==> src/rtl/tc21073_arith_pkg.sv <==
// Shared types and helpers for the serial arithmetic blocks.
package tc21073_arith_pkg;

  typedef enum logic [1:0] {
    IDLE = 2'd0,
    RUN  = 2'd1,
    DONE = 2'd2
  } sub_state_t;

  localparam int WIDTH_DEF = 8;
  localparam int CNT_W     = $clog2(WIDTH_DEF);

  // Returns {borrow_out, difference} for one full-subtractor bit.
  function automatic logic [1:0] fsub_bit(input logic a, input logic b, input logic bin);
    logic d;
    logic bo;
    d  = a ^ b ^ bin;
    bo = (~a & b) | (~(a ^ b) & bin);
    return {bo, d};
  endfunction

endpackage

==> src/rtl/tc21073_serial_sub_8_fs.sv <==
// Single-bit full subtractor cell, reusable for a combinational ripple subtractor.
module full_subtractor1
  import tc21073_arith_pkg::*;
(
  input  logic i_a,
  input  logic i_b,
  input  logic i_bin,
  output logic o_d,
  output logic o_bout
);

  logic [1:0] w_res;

  assign w_res  = fsub_bit(i_a, i_b, i_bin);
  assign o_d    = w_res[0];
  assign o_bout = w_res[1];

endmodule

==> src/rtl/tc21073_serial_sub_8.sv <==
// Bit-serial subtractor: diff = a - b - bin, one bit per clock, LSB first,
// with start/busy/done handshake and borrow/zero/overflow flags.
module tc21073_serial_sub_8
  import tc21073_arith_pkg::*;
#(
  parameter int WIDTH = 8
) (
  input  logic             i_clk,
  input  logic             i_rst,
  input  logic             i_start,
  input  logic [WIDTH-1:0] i_a,
  input  logic [WIDTH-1:0] i_b,
  input  logic             i_bin,
  output logic             o_busy,
  output logic             o_done,
  output logic [WIDTH-1:0] o_diff,
  output logic             o_bout,
  output logic             o_zero,
  output logic             o_ovf
);

  localparam int              CW   = $clog2(WIDTH);
  localparam logic [CW-1:0]   LAST = CW'(WIDTH - 1);

  sub_state_t       r_state;
  logic [CW-1:0]    r_cnt;
  logic [WIDTH-1:0] r_a_sh;
  logic [WIDTH-1:0] r_b_sh;
  logic [WIDTH-1:0] r_res;
  logic             r_br;

  logic             w_d;
  logic             w_bo;
  logic [WIDTH-1:0] w_res_next;

  full_subtractor1 u_fs (
    .i_a    (r_a_sh[0]),
    .i_b    (r_b_sh[0]),
    .i_bin  (r_br),
    .o_d    (w_d),
    .o_bout (w_bo)
  );

  assign w_res_next = {w_d, r_res[WIDTH-1:1]};

  // Control FSM, serial datapath and registered result flags.
  // On the last RUN edge r_br still holds the borrow into the MSB, so
  // overflow is taken directly as that borrow xor the final borrow out.
  always_ff @(posedge i_clk) begin
    if (i_rst) begin
      r_state <= IDLE;
      r_cnt   <= '0;
      r_a_sh  <= '0;
      r_b_sh  <= '0;
      r_res   <= '0;
      r_br    <= 1'b0;
      o_busy  <= 1'b0;
      o_done  <= 1'b0;
      o_diff  <= '0;
      o_bout  <= 1'b0;
      o_zero  <= 1'b0;
      o_ovf   <= 1'b0;
    end else begin
      case (r_state)
        IDLE: begin
          o_done <= 1'b0;
          if (i_start) begin
            r_a_sh  <= i_a;
            r_b_sh  <= i_b;
            r_br    <= i_bin;
            r_cnt   <= '0;
            o_busy  <= 1'b1;
            r_state <= RUN;
          end else begin
            o_busy <= 1'b0;
          end
        end
        RUN: begin
          r_res  <= w_res_next;
          r_a_sh <= {1'b0, r_a_sh[WIDTH-1:1]};
          r_b_sh <= {1'b0, r_b_sh[WIDTH-1:1]};
          r_br   <= w_bo;
          r_cnt  <= r_cnt + CW'(1);
          if (r_cnt == LAST) begin
            o_diff  <= w_res_next;
            o_bout  <= w_bo;
            o_zero  <= (w_res_next == '0);
            o_ovf   <= r_br ^ w_bo;
            o_done  <= 1'b1;
            r_state <= DONE;
          end else begin
            r_state <= RUN;
          end
        end
        DONE: begin
          o_done  <= 1'b0;
          o_busy  <= 1'b0;
          r_state <= IDLE;
        end
        default: begin
          o_done  <= 1'b0;
          o_busy  <= 1'b0;
          r_state <= IDLE;
        end
      endcase
    end
  end

endmodule

==> config.mk <==
export PLATFORM = sky130hd
export DESIGN_NAME = tc21073_serial_sub_8
export DESIGN_NICKNAME = d
export VERILOG_FILES = /design/src/rtl/tc21073_arith_pkg.sv /design/src/rtl/tc21073_serial_sub_8_fs.sv /design/src/rtl/tc21073_serial_sub_8.sv
export SDC_FILE = /design/constraint.sdc
export NUM_CORES = 1
export LEC_CHECK = 0
export ABC_AREA = 0
export CORE_ASPECT_RATIO = 1.4
export CORE_MARGIN = 2
export CORE_UTILIZATION = 30
export CTS_CLUSTER_DIAMETER = 40
export CTS_CLUSTER_SIZE = 28
export DETAILED_ROUTE_END_ITERATION = 12
export MAX_ROUTING_LAYER = met4
export SLEW_MARGIN = 30
export SYNTH_ARGS = -nofsm -noshare
export SYNTH_HDL_FRONTEND = slang
export SYNTH_HIERARCHICAL = 1
export SYNTH_SLANG_ARGS = --single-unit
==> constraint.sdc <==
create_clock -name i_clk -period 2.7 [get_ports i_clk]
set_input_delay 0.27 -clock i_clk [delete_from_list [all_inputs] [get_ports i_clk]]
set_output_delay 0.27 -clock i_clk [all_outputs]
set_load 0.02 [all_outputs]
==> results.txt, run 1 <==
Net Count, Synth -> 228
Setup crit end kind -> register
Initial DRC count -> 112
Maximum operating frequency -> 590 MHz
HP Class -> reg2reg
CTS Hold Buffers Added -> 0
Inserted Clock Buffers -> 5
Worst relative slew slack -> 56.0%
GRT overflow -> 0
Critical path data arrival time -> 1.90 ns
Reg clk slew, reported paths -> 0.08 ns
TritonCTS clock tree -> built
DR vias/cell -> 4.84
Post-Route WL -> 3740 um
Maximum root-to-sink buffer count -> 2
Tightest Pin Transition -> 0.661 ns
Post-route minimum period -> 1.70 ns
Power Density -> 571 nW/um^2
Final hold violations -> 0
Core Region -> 5570 um^2
Final setup violating endpoints -> 0
Setup bufs post-CTS -> 0
WL/cell -> 12.5 um
Layout cells sized above 1 -> 6.96%
RSZ-0062 raised after global routing -> no
CTS resizes -> 0
Die Height -> 94.3 um
Cells after Synth -> 205
Most common cell after layout, fill and taps aside -> dfxtp_1
CP required -> 2.90 ns
Fillers -> 594
NumNets Final -> 252
H-tree depth -> 2
Critical Path Source Type -> register
HP Start -> o_diff[4]
DP Worst Slack -> 0.865 ns
IO Port Bufs -> 32
Antenna violations before repair -> 0
Most frequent cells in the layout -> 42 x dfxtp_1, 37 x nand2_1, 32 x clkdlybuf4s50_1, 30 x nor2_1, 22 x a21oi_1
Synthesized cell area -> 1750 um^2
Clock root buffer master -> clkbuf_8
Clk_lat worst skew -> 0.29 ns
DR vias -> 1441
Starting Density -> 31.4%
Final TNS setup -> 0 ns
Final Cell Area -> 2150 um^2
Syn avg cell area -> 8.51 um^2
Die Span X -> 68.5 um
Final worst slack -> 1.00 ns
VDD IR max -> 234 uV
First-pass GRT wire length -> 6270 um
Max Cap Viol -> 0
Row count -> 32
Reg area -> 841 um^2
Residual DRC -> 0
Sequential-to-total area share from yosys stat -> 48.2%
Largest net degree at the start of global routing -> 43
1st-pass router iterations -> 4
Worst Setup SP -> r_state[0]
Top post-synthesis cells by area -> dfxtp_1 48%, nand2_1 8.0%, nor2_1 6.5%, a21oi_1 6.3%, a211oi_1 5.2%
Worst reg2reg startpoint -> r_state[0]
Vias in the first global route -> 1352
Post-synth top area share -> 48.2%
Post-DP Area -> 2070 um^2
#FFs+latches synth -> 42
Yosys warning count -> 6
Post-DP HPWL -> 2530 um
Detail Route Antenna Nets -> 0
Tot GR Track Use -> 13.2%
Post-synth EDFFs -> 0
Synth Flop Type -> dfxtp_1
Skew final -> 0.00502 ns
Setup Crit Path Kind -> reg2reg
Max Slew Vio Count -> 0
P_leak -> 0.749 nW
Largest area contributor in the netlist -> dfxtp_1
Synth-to-layout area growth -> 23.4%
Sink Count -> 42
Reg2Reg Setup Slack -> 1.00 ns
Period Utilization, post-route -> 62.8%
Asr flop ratio synth -> 0%
Post-synthesis cell type count -> 29
Die footprint -> 6450 um^2
Io pins -> 33
Multi-input logic area -> 795 um^2
Placer Congestion -> 0.735
Antenna cells -> 0
CP max FO -> 15
Status -> complete, no violations
[power by group]
part	internal (mW)	total (mW)	switching [mW]
Combinational	0.0755	0.161	0.0858
Sequential	0.650	0.673	0.0229
Clock	0.182	0.394	0.212
Total	0.908	1.23	0.321
[stage by stage]
| step | utilization (%) | power (mW) | hold WS [ns] | std cells |
|---|---|---|---|---|
| after global routing | 38.7 | 1.29 | 0.476 | 298 |
| after global placement | 37.1 | 0.847 | 0.442 | 290 |
| after detailed placement | 37.1 | 0.849 | 0.446 | 290 |
| final | 38.7 | 1.23 | 0.455 | 298 |
| after floorplan | - | 0.801 | 0.406 | 205 |
| after CTS | 38.7 | 1.24 | 0.457 | 298 |
[layer usage]
metal	track usage [%]	share of wire (%)	vias to the layer above	wire, um
met3	3.60	3.5	7	129
met5	-	0	-	0
met2	21.1	50	24	1860
met1	15.4	45	663	1690
li1	-	-	747	-
met4	5.00	1.6	0	58
[cell type report]
cell class	count	share of cell area, %
Timing Repair Buffer	33	15.2
Inverter	5	0.872
Clock buffer	6	3.37
Multi-Input combinational cell	142	36.9
Sequential cell	42	39.0
Clock inverter	2	0.639
Tap cell	68	3.95
[flip-flops by register name, summed over array words and instances (netlist names)]
| register | flops |
|---|---|
| o_bout | 1 |
| o_busy | 1 |
| o_diff | 8 |
| o_done | 1 |
| o_ovf | 1 |
| o_zero | 1 |
| r_a_sh | 8 |
| r_b_sh | 8 |
| r_br | 1 |
| r_cnt | 3 |
| r_res | 7 |
| r_state | 2 |
[Yosys cell counts (5+ instances only)]
library cell,number
dfxtp_1,42
a211oi_1,12
clkbuf_1,5
buf_4,5
o22ai_1,6
o2bb2ai_1,5
nor2_1,30
inv_1,5
a21oi_1,22
nand2_1,37
nor3_1,5
nand3_1,5
[logic make-up after synthesis]
group / count (synthesis) / share of synthesized area [%]
XOR/XNOR: 1 / 0.502
adder cells (fa/ha/maj): 3 / 2.58
buffers and inverters: 21 / 6.31
AO/OA/AOI/OAI: 48 / 17.9
AND/OR/NAND/NOR: 90 / 24.6
flip-flops: 42 / 48.2
[final timing paths]
path / cells past startpoint / to
max: 3 / r_b_sh[3]
max reg2reg: 3 / r_b_sh[3]
min reg2reg: 2 / o_diff[4]
min: 2 / o_diff[4]
[worst max-delay path, stage by stage, from the launching register on]
cell and delay (ns):
dfxtp_1 0.63, nor2b_2 0.60, nor3_1 0.13, nor4_2 0.23
No activity file was read; power rests on OpenSTA's default activity.
==> inputs of run 2 (changes only) <==
==> constraint.sdc (replaced) <==
create_clock -name i_clk -period 1.4 [get_ports i_clk]
set_input_delay 0.14 -clock i_clk [delete_from_list [all_inputs] [get_ports i_clk]]
set_output_delay 0.14 -clock i_clk [all_outputs]
set_load 0.02 [all_outputs]
==> results.txt, run 2 (synthesized netlist as in run 1, its figures left out) <==
Status -> complete, no violations
H-tree depth -> 2 (unchanged)
Setup Crit Path Kind -> reg2out
WP buf/inv -> 1 (+1)
DR vias/cell -> 4.80 (-0.79%)
Placer Congestion -> 0.756 (+2.8%)
DR vias -> 1492 (+3.5%)
Period Utilization, post-route -> 96.5%
Critical Path Source Type -> register
HP Class -> in2reg
Io pins -> 33 (unchanged)
Final setup violating endpoints -> 0 (unchanged)
Synth-to-layout area growth -> 33.2%
Setup crit end kind -> output port
Reg-to-reg endpoint -> o_zero
Detail Route Antenna Nets -> 0 (unchanged)
R2R depth -> 5 (+2)
Power Density -> 1050 nW/um^2 (+85%)
Largest net degree at the start of global routing -> 43 (unchanged)
Placed Cells incl. Taps -> 302 (+4.1%)
Inserted Clock Buffers -> 5 (unchanged)
1st-pass router iterations -> 4 (unchanged)
Core Region -> 5570 um^2 (unchanged)
Dominant delay contributor by cell family on the critical path -> buffers and inverters
Hold slack -> 0.399 ns (-0.0554 ns)
Starting Density -> 31.4% (unchanged)
Die footprint -> 6450 um^2 (unchanged)
Sink of the worst hold path -> r_b_sh[7]
CTS Hold Buffers Added -> 0 (unchanged)
Post-DP HPWL -> 2540 um (+0.55%)
CP Cell Sequence -> clkdlybuf4s50_1
Antenna cells -> 0 (unchanged)
Die Height -> 94.3 um (unchanged)
WL/cell -> 12.3 um (-1.8%)
Worst relative slew slack -> 76.2% (+20 points)
Worst reg2reg startpoint -> r_b_sh[0]
Top Registers -> o_diff: 8 flops, r_a_sh: 8 flops, r_b_sh: 8 flops
Maximum operating frequency -> 740 MHz
Layout cells sized above 1 -> 14.0% (+7.0 points)
Power, Total -> 2.45 mW (+100%)
Hold path cells -> 3 (+1)
Tightest Pin Transition -> 0.357 ns (-0.304 ns)
GRT overflow -> 0 (unchanged)
Tot GR Track Use -> 12.9% (-0.30 points)
Most common cell after layout, fill and taps aside -> dfxtp_1
Vias in the first global route -> 1357 (+0.37%)
Initial DRC count -> 108 (-3.6%)
RSZ-0062 raised after global routing -> yes
Maximum root-to-sink buffer count -> 2 (unchanged)
Reg clk slew, reported paths -> 0.07 ns (about the same)
Skew final -> 0.00613 ns (+0.00111 ns)
Max Cap Viol -> 0 (unchanged)
Row count -> 32 (unchanged)
TritonCTS clock tree -> built
Non-filler cells, final -> 311 (+4.4%)
Sink Count -> 42 (unchanged)
Final Cell Area -> 2320 um^2 (+8.0%)
Setup bufs post-CTS -> 0 (unchanged)
Crit path largest cell delay -> 0.60 ns (-0.03 ns)
Critical path data arrival time -> 1.21 ns (-0.69 ns)
CP max FO -> 2 (-13)
Fillers -> 556 (-6.4%)
First-pass GRT wire length -> 6170 um (-1.7%)
Cell at the slowest stage of the critical path -> clkdlybuf4s50_1
CP required -> 1.26 ns (-1.64 ns)
IO Port Bufs -> 32 (unchanged)
Clk_lat worst skew -> 0.29 ns (about the same)
Most frequent cells in the layout -> 40 x dfxtp_1, 37 x nand2_1, 30 x nor2_1, 22 x a21oi_1, 21 x clkdlybuf4s50_1
P_leak -> 1.03 nW (+37%)
Residual DRC -> 0 (unchanged)
NumNets Final -> 265 (+5.2%)
Clock root buffer master -> clkbuf_8
Post-DP Area -> 2180 um^2 (+5.6%)
HP Start -> i_b[7]
Antenna violations before repair -> 0 (unchanged)
Max Slew Vio Count -> 0 (unchanged)
Die Span X -> 68.5 um (unchanged)
Reg2Reg Setup Slack -> 0.06 ns (-0.94 ns)
Post-Route WL -> 3830 um (+2.4%)
VDD IR max -> 474 uV (+100%)
Post-route core utilization -> 41.8% (+3.1 points)
Final hold violations -> 0 (unchanged)
Post-route minimum period -> 1.35 ns
## run 2: stage by stage
stage                     TNS [ns]  setup WS [ns]
after floorplan                  0          0.109
after global placement       -1.27         -0.106
after detailed placement     -1.87         -0.137
after CTS                        0       0.000158
after global routing       -0.0841        -0.0841
final                            0         0.0495
## run 2: worst max path at each step
stage / startpoint / to / depth (start not counted)
global route: r_b_sh[0] / o_zero / 5
detailed placement: r_cnt[0] / o_ovf / 5
finish: o_zero / o_zero / 1
global placement: i_start / r_b_sh[0] / 4
CTS: o_done / o_done / 1
floorplan: r_cnt[0] / o_diff[5] / 6
## run 2: routing by layer
layer,track usage (%),wire length [um],up-vias
li1,-,-,776
met1,16.1,1710,680
met2,19.9,1920,32
met3,3.24,147,4
met4,4.50,45,0
met5,-,0,-
## run 2: layout make-up
cell class	count	area (um^2)	area share, %
Sequential cell	42	843	36.3
Multi-Input combinational cell	143	816	35.1
Timing Repair Buffer	45	470	20.2
Clock buffer	7	86.3	3.71
Tap cell	68	85.1	3.66
Inverter	5	18.8	0.807
Clock inverter	1	5.00	0.215
## run 2: what timing repair did
item,4_1_cts,5_1_grt
resized for setup,1,16
gates cloned,0,1
setup endpoints to repair,11,33
## run 2: power breakdown
group | switching, mW | internal, mW
Sequential | 0.0412 | 1.26
Combinational | 0.177 | 0.187
Clock | 0.394 | 0.398
==> inputs of run 3 (changes only) <==
--- a/config.mk
+++ b/config.mk
@@ -6,6 +6,7 @@
 export NUM_CORES = 1
 export LEC_CHECK = 0
 export ABC_AREA = 0
+export CAP_MARGIN = 20
 export CORE_ASPECT_RATIO = 1.4
 export CORE_MARGIN = 2
 export CORE_UTILIZATION = 30
==> constraint.sdc (replaced) <==
create_clock -name i_clk -period 1.3 [get_ports i_clk]
set_input_delay 0.13 -clock i_clk [delete_from_list [all_inputs] [get_ports i_clk]]
set_output_delay 0.13 -clock i_clk [all_outputs]
set_load 0.02 [all_outputs]
==> results.txt, run 3 (synthesized netlist as in run 1, its figures left out) <==
Status -> complete, but fails checks
Failing checks -> negative setup slack
Multi-input logic area -> 853 um^2 (+4.6%)
Post-route core utilization -> 43.5% (+1.7 points)
Max Slew Vio Count -> 0 (unchanged)
Top Registers -> o_diff: 8 flops, r_a_sh: 8 flops, r_b_sh: 8 flops
Reg clk slew, reported paths -> 0.07 ns (about the same)
Antenna violations before repair -> 0 (unchanged)
Final TNS setup -> -0.0336 ns (-0.0336 ns)
Most frequent cells in the layout -> 37 x dfxtp_1, 33 x nand2_1, 30 x nor2_1, 22 x a21oi_1, 19 x clkdlybuf4s50_1
Fillers -> 542 (-2.5%)
Residual DRC -> 0 (unchanged)
Maximum root-to-sink buffer count -> 2 (unchanged)
H-tree depth -> 2 (unchanged)
CP max FO -> 2 (unchanged)
Die Span X -> 68.5 um (unchanged)
Power Density -> 1090 nW/um^2 (+3.5%)
Tightest Pin Transition -> 0.370 ns (+0.0130 ns)
Post-route minimum period -> 1.33 ns
GRT overflow -> 0 (unchanged)
DP Worst Slack -> -0.200 ns (-0.0629 ns)
HP Class -> in2reg
Period Utilization, post-route -> 103%
Max Cap Viol -> 0 (unchanged)
Skew final -> 0.00576 ns (-0.000371 ns)
Sink Count -> 42 (unchanged)
Worst relative slew slack -> 75.3% (-0.87 points)
VDD IR max -> 516 uV (+8.8%)
Most common cell after layout, fill and taps aside -> dfxtp_1
Maximum operating frequency -> 750 MHz
Power, Total -> 2.64 mW (+7.8%)
Setup Crit Path Kind -> reg2reg
Placer Congestion -> 0.726 (-3.9%)
NumNets Final -> 276 (+4.2%)
CTS Hold Buffers Added -> 0 (unchanged)
Post-Route WL -> 4040 um (+5.4%)
Antenna cells -> 0 (unchanged)
WL/cell -> 12.6 um (+2.5%)
Final worst slack -> -0.0336 ns (-0.0831 ns)
Synth-to-layout area growth -> 38.7%
Detail Route Antenna Nets -> 0 (unchanged)
Critical Path Source Type -> register
Core Region -> 5570 um^2 (unchanged)
Reg area -> 850 um^2 (+0.74%)
TritonCTS clock tree -> built
DR vias -> 1516 (+1.6%)
Final setup violating endpoints -> 1 (+1)
Vias in the first global route -> 1414 (+4.2%)
RSZ-0062 raised after global routing -> yes
Io pins -> 33 (unchanged)
Post-DP HPWL -> 2690 um (+6.0%)
P_leak -> 0.950 nW (-7.7%)
Die footprint -> 6450 um^2 (unchanged)
Setup crit end kind -> register
First-pass GRT wire length -> 6710 um (+8.7%)
DR vias/cell -> 4.74 (-1.2%)
IO Port Bufs -> 32 (unchanged)
Die Height -> 94.3 um (unchanged)
Clk_lat worst skew -> 0.29 ns (about the same)
Largest net degree at the start of global routing -> 43 (unchanged)
Initial DRC count -> 78 (-28%)
Clock root buffer master -> clkbuf_8
Tot GR Track Use -> 14.2% (+1.3 points)
1st-pass router iterations -> 4 (unchanged)
Row count -> 32 (unchanged)
Critical path data arrival time -> 1.56 ns (+0.35 ns)
CP required -> 1.52 ns (+0.26 ns)
Starting Density -> 31.4% (unchanged)
Inserted Clock Buffers -> 5 (unchanged)
Final hold violations -> 0 (unchanged)
Layout cells sized above 1 -> 21.4% (+7.4 points)
## run 3: power breakdown
part	switching (mW)	leakage, nW	internal [mW]
sequential	0.0432	0.346	1.35
combinational	0.204	0.562	0.227
clock	0.407	0.0431	0.410
## run 3: routing by layer
metal,vias to the layer above,part of all wire (%),global-route usage (%)
li1,791,-,-
met1,694,43,17.1
met2,25,53,23.3
met3,6,2.7,2.88
met4,0,1.2,4.50
met5,-,0,-
## run 3: metrics by stage
stage / cells / hold WS (ns) / area [um^2]
final: 320 / 0.410 / 2420
after global routing: 320 / 0.412 / 2420
after CTS: 317 / 0.400 / 2370
after detailed placement: 306 / 0.447 / 2210
after global placement: 306 / 0.442 / 2210
after floorplan: 205 / 0.266 / 1750
## run 3: path summary, 6_finish.rpt
check	cells after the start	start	slack, ns	to
max	5	r_b_sh[0]	-0.03	o_zero
min	3	i_a[7]	0.41	r_a_sh[7]
max reg2reg	5	r_b_sh[0]	-0.03	o_zero
min reg2reg	2	o_zero	0.45	o_zero
## run 3: layout make-up
type	instances	area share, %
Multi-Input combinational cell	143	35.2
Clock buffer	6	3.41
Tap cell	68	3.51
Timing Repair Buffer	56	22.0
Inverter	5	0.775
Sequential cell	42	35.1
## run 3: what timing repair did
action,4_1_cts,5_1_grt
buffers inserted,3,4
pin swaps,1,6
setup endpoints to repair,28,22
resized for setup,25,13
cloned,2,0
## run 3: critical path: stages, from the launching register on
cell and delay [ns]:
dfxtp_2 0.34, inv_2 0.05, fa_1 0.50, nor4_2 0.16
nand3_1 0.11, a21oi_1 0.12
==> RTL edit 1, RTL diff (settings of run 3) <==
Make the reset (`i_rst`) asynchronous in one clocked block.
--- a/src/rtl/tc21073_serial_sub_8.sv
+++ b/src/rtl/tc21073_serial_sub_8.sv
@@ -48,3 +48,3 @@
   // overflow is taken directly as that borrow xor the final borrow out.
-  always_ff @(posedge i_clk) begin
+  always_ff @(posedge i_clk or posedge i_rst) begin
     if (i_rst) begin
Behaviour: differs if i_rst is asserted again (counterexample within 4 cycles, from zero or initial values and one cycle with i_rst high); with i_rst held inactive, the same outputs for 10 cycles.
==> RTL edit 1 against run 3 <==
  * The run still ends with negative setup slack left
  * Synthesized area rose by 6.2%
  * Synthesized cell count fell by 21%
  * Wire length shrank 6.9%
  * First-iteration DRC count rose by 32%
  * Setup slack lost 0.023 ns
  * Sequential cell count stayed put
  * Non-clock buffer count down 6
  * Cell area increased by 4.4%
  * Critical endpoint is now o_diff[7]
  * Highest routed layer unchanged
Power is not compared: it rests on default switching activity, and its combinational part moved more than twofold at a synthesized area within 25%.
==> RTL edit 1: results (changes against run 3) <==
\begin{tabular}{lr}
\hline
Metric & Value \\
\hline
\multicolumn{2}{l}{\textbf{Run status}} \\
\quad Outcome & finished, violations left (unchanged) \\
\quad Violated checks & negative setup slack (unchanged) \\
\multicolumn{2}{l}{\textbf{Synth}} \\
\quad Leading cell types by count after synthesis & sky130\_fd\_sc\_hd\_\_dfrtp\_1 (42), sky130\_fd\_sc\_hd\_\_nand2\_1 (40), sky130\_fd\_sc\_hd\_\_mux2i\_1 (14) (was sky130\_fd\_sc\_hd\_\_dfxtp\_1 (42), sky130\_fd\_sc\_hd\_\_nand2\_1 (37), sky130\_fd\_sc\_hd\_\_nor2\_1 (30)) \\
\quad Top cells by area in the synthesized netlist & sky130\_fd\_sc\_hd\_\_dfrtp\_1 (57\%), sky130\_fd\_sc\_hd\_\_nand2\_1 (8.1\%), sky130\_fd\_sc\_hd\_\_mux2i\_1 (7.6\%) (was sky130\_fd\_sc\_hd\_\_dfxtp\_1 (48\%), sky130\_fd\_sc\_hd\_\_nand2\_1 (8.0\%), sky130\_fd\_sc\_hd\_\_nor2\_1 (6.5\%)) \\
\quad Share of synthesized area occupied by flip-flops and latches & 0.567 (was 0.482) \\
\quad Mapped Nets & 184 (was 228) \\
\quad Unique cell type count in the Yosys netlist & 27 (was 29) \\
\quad Post-synthesis async set-or-reset flop share & 1.00 (was 0) \\
\multicolumn{2}{l}{\textbf{Global routing}} \\
\quad Vias in the first global route & 1281 (was 1414) \\
\quad Wire length of the first global-routing pass & 6.33 mm (was 6.71 mm) \\
\multicolumn{2}{l}{\textbf{Place}} \\
\quad Post-Place Worst Slack & -0.124 ns (was -0.200 ns) \\
\quad Estimated wirelength of the detail-placed design & 2.59 mm (was 2.69 mm) \\
\quad Final weighted congestion in routability-driven placement & 0.718 (was 0.726) \\
\multicolumn{2}{l}{\textbf{Detailed routing}} \\
\quad Wirelength, routed & 3.76 mm (was 4.04 mm) \\
\quad Routed via count divided by cell count & 4.57 (was 4.74) \\
\quad Iteration-0 DRC count of the detailed router & 103 (was 78) \\
\multicolumn{2}{l}{\textbf{Worst hold path}} \\
\quad Hold crit path type & in -> async (was in -> reg) \\
\multicolumn{2}{l}{\textbf{Cells and area}} \\
\quad Fraction of final layout cells sized beyond drive strength 1 & 0.227 (was 0.214) \\
\quad Net total in the final layout & 233 (was 276) \\
\multicolumn{2}{l}{\textbf{Worst setup path}} \\
\quad Maximum fanout along the worst path & 6 (was 2) \\
\multicolumn{2}{l}{\textbf{STA}} \\
\quad Worst setup margin & -0.0566 ns (was -0.0336 ns) \\
\quad Worst clock skew & 0.00371 ns (was 0.00576 ns) \\
\quad Number of failing setup endpoints in the final timing report & 10 (was 1) \\
\quad Actual transition at the worst max-transition pin & 0.292 ns (was 0.370 ns) \\
\multicolumn{2}{l}{\textbf{CTS}} \\
\quad Gates resized, CTS repair & 19 (was 25) \\
\hline
\end{tabular}
-- RTL edit 1: cell count changes after synthesis, moves of 7 or more --
cell / delta
sky130_fd_sc_hd__dfrtp_1: +42
sky130_fd_sc_hd__mux2i_1: +14
sky130_fd_sc_hd__a21oi_1: -19
sky130_fd_sc_hd__mux2_2: +9
sky130_fd_sc_hd__o21ai_1: +10
sky130_fd_sc_hd__o21ai_0: +7
sky130_fd_sc_hd__a211oi_1: -12
sky130_fd_sc_hd__nor2_1: -27
sky130_fd_sc_hd__dfxtp_1: -42
-- RTL edit 1: final timing paths --
path / to / cells past startpoint / start / slack (ns)
min in group i_clk: r_b_sh[7] / 2 / i_b[7] / 0.46
max in group asynchronous: r_state[0] / 3 / i_rst / 0.88
worst min register to register: r_a_sh[4] / 2 / r_a_sh[4] / 0.48
worst max register to register: o_diff[7] / 4 / r_cnt[1] / -0.06
worst max-delay path: o_diff[7] / 4 / r_cnt[1] / -0.06
worst min-delay path: r_b_sh[2] / 3 / i_rst / 0.19
-- RTL edit 1: power by group --
part	internal, W	switching [W]	total (W)
clock network	0.000428	0.000425	0.000854
registers	0.00191	0.000451	0.00236
logic	0.00146	0.00131	0.00277
-- RTL edit 1: cells by family after synthesis --
family,after synthesis,share of synthesized area
compound gates,26,0.0878
xor+xnor,1,0.00473
fa+ha+maj,3,0.0243
buf+inv,15,0.0581
flops,42,0.567
mux,23,0.130
simple gates,51,0.128
-- RTL edit 1: final cells by class --
class                           instances  area (µm²)
Timing Repair Buffer                   50         488
Clock buffer                            7        86.3
Multi-Input combinational cell        105         786
Clock inverter                          1        5.00
Inverter                                6        22.5
Sequential cell                        42        1050
Tap cell                               70        87.6
Fill cell                             571        3380
-- RTL edit 1: layer usage --
metal	GRT usage	part of all wire	up-vias
li1	-	-	635
met1	0.143	0.43	620
met2	0.199	0.51	24
met3	0.0260	0.036	6
met4	0.0503	0.020	0
met5	-	0	-
-- RTL edit 1: worst max-delay path, stage by stage (launching register included) --
cell                       delay (ns)
sky130_fd_sc_hd__dfrtp_1         0.42
sky130_fd_sc_hd__ha_4            0.18
sky130_fd_sc_hd__ha_4            0.18
sky130_fd_sc_hd__nand3b_4        0.15
sky130_fd_sc_hd__mux2_4          0.32
-- RTL edit 1: per-stage QoR --
| step | cell area (µm²) | hold WS, ns | std cells | util |
|---|---|---|---|---|
| 2_1_floorplan | 1890 | 0.263 | 161 | - |
| 3_3_place_gp | 2340 | 0.467 | 267 | 0.397 |
| 3_5_place_dp | 2340 | 0.470 | 267 | 0.397 |
| 4_1_cts | 2460 | 0.204 | 279 | 0.417 |
| 5_1_grt | 2530 | 0.214 | 281 | 0.428 |
| 6_report | 2530 | 0.189 | 281 | 0.428 |
==> RTL edit 2, RTL diff (config.mk and constraints of run 3) <==
Made on the original files. Set the parameter `WIDTH` to 16 (it was 8).
--- a/src/rtl/tc21073_serial_sub_8.sv
+++ b/src/rtl/tc21073_serial_sub_8.sv
@@ -5,3 +5,3 @@
 #(
-  parameter int WIDTH = 8
+  parameter int WIDTH = 16
 ) (
Ports: changed (resized i_a, i_b and o_diff); port bits go from 33 to 57. The function was not compared with the original's and may differ.
==> RTL edit 2 against run 3 <==
  * The run still ends with negative setup slack left
  * Setup slack worse by 0.12 ns
  * Wire length is 120% higher
  * Sequential cell count is 33 higher
  * Power is 130% higher
  * Synthesized area is 100% higher
  * Clock skew is 0.0029 ns higher
  * Cell area is 93% higher
  * First-iteration DRC count is 44% higher
  * Largest cell class unchanged
==> RTL edit 2: results (changes against run 3) <==
\begin{tabular}{lr}
\hline
Metric & Value \\
\hline
\multicolumn{2}{l}{\textbf{Run status}} \\
\quad Outcome & finished, violations left (unchanged) \\
\quad Violated checks & negative setup slack (unchanged) \\
\multicolumn{2}{l}{\textbf{Global routing}} \\
\quad GR Util All Layers & 0.143 (was 0.142) \\
\quad Wire length of the first global-routing pass & 14.1 mm (was 6.71 mm) \\
\quad Vias in the first global route & 3017 (was 1414) \\
\multicolumn{2}{l}{\textbf{Place}} \\
\quad Number of buffer cells added on primary ports & 56 (was 32) \\
\quad Estimated wirelength of the detail-placed design & 5.75 mm (was 2.69 mm) \\
\multicolumn{2}{l}{\textbf{STA}} \\
\quad Total negative slack for setup checks & -0.169 ns (was -0.0336 ns) \\
\quad Worst setup margin & -0.155 ns (was -0.0336 ns) \\
\quad Hold slack & 0.135 ns (was 0.410 ns) \\
\quad Number of failing setup endpoints in the final timing report & 2 (was 1) \\
\multicolumn{2}{l}{\textbf{Synth}} \\
\quad Complex-gate fraction of the synthesized area & 0.248 (was 0.178) \\
\quad Leading cell types by count after synthesis & sky130\_fd\_sc\_hd\_\_a21oi\_1 (87), sky130\_fd\_sc\_hd\_\_dfxtp\_1 (75), sky130\_fd\_sc\_hd\_\_nor2\_1 (57) (was sky130\_fd\_sc\_hd\_\_dfxtp\_1 (42), sky130\_fd\_sc\_hd\_\_nand2\_1 (37), sky130\_fd\_sc\_hd\_\_nor2\_1 (30)) \\
\quad Unique cell type count in the Yosys netlist & 39 (was 29) \\
\quad Share of synthesized cell area in full adder, half adder and majority cells & 0.00920 (was 0.0258) \\
\multicolumn{2}{l}{\textbf{Detailed routing}} \\
\quad Iteration-0 DRC count of the detailed router & 112 (was 78) \\
\quad Via count & 3196 (was 1516) \\
\multicolumn{2}{l}{\textbf{CTS}} \\
\quad Root buffer cell & sky130\_fd\_sc\_hd\_\_clkbuf\_16 (was sky130\_fd\_sc\_hd\_\_clkbuf\_8) \\
\quad CTS H-tree lvls & 3 (was 2) \\
\quad Gates resized, CTS repair & 28 (was 25) \\
\quad Clock latency at the later pin of the worst-skew pair & 0.33 ns (was 0.29 ns) \\
\multicolumn{2}{l}{\textbf{Power}} \\
\quad Internal power & 0.00469 W (was 0.00199 W) \\
\quad Leakage component of the power & 1.86 nW (was 0.950 nW) \\
\multicolumn{2}{l}{\textbf{Worst setup path}} \\
\quad Slowest cell on crit path & sky130\_fd\_sc\_hd\_\_fa\_2 (was sky130\_fd\_sc\_hd\_\_fa\_1) \\
\multicolumn{2}{l}{\textbf{Cells and area}} \\
\quad Fraction of final layout cells sized beyond drive strength 1 & 0.185 (was 0.214) \\
\hline
\end{tabular}
-- RTL edit 2: layer usage --
metal | GRT usage | vias to the layer above | wire [µm]
met1 | 0.170 | 1500 | 3760
li1 | - | 1632 | -
met5 | - | - | 0
met3 | 0.0353 | 8 | 387
met2 | 0.234 | 56 | 4440
met4 | 0.0484 | 0 | 113
-- RTL edit 2: cell type report --
cell class | count | area, µm² | area share
clock inverter | 4 | 98.8 | 0.0212
sequential | 75 | 1510 | 0.324
tap | 144 | 180 | 0.0386
inverter | 25 | 93.8 | 0.0201
timing repair buffer | 86 | 802 | 0.172
clock buffer | 11 | 243 | 0.0521
multi-input combinational | 301 | 1740 | 0.372
-- RTL edit 2: worst paths after layout --
check                                start         end  cells past startpoint
worst max-delay path                  r_br      o_zero                      5
worst min-delay path                 i_rst    r_res[2]                      2
worst max register to register        r_br      o_zero                      5
worst min register to register  r_a_sh[15]  r_a_sh[15]                      2
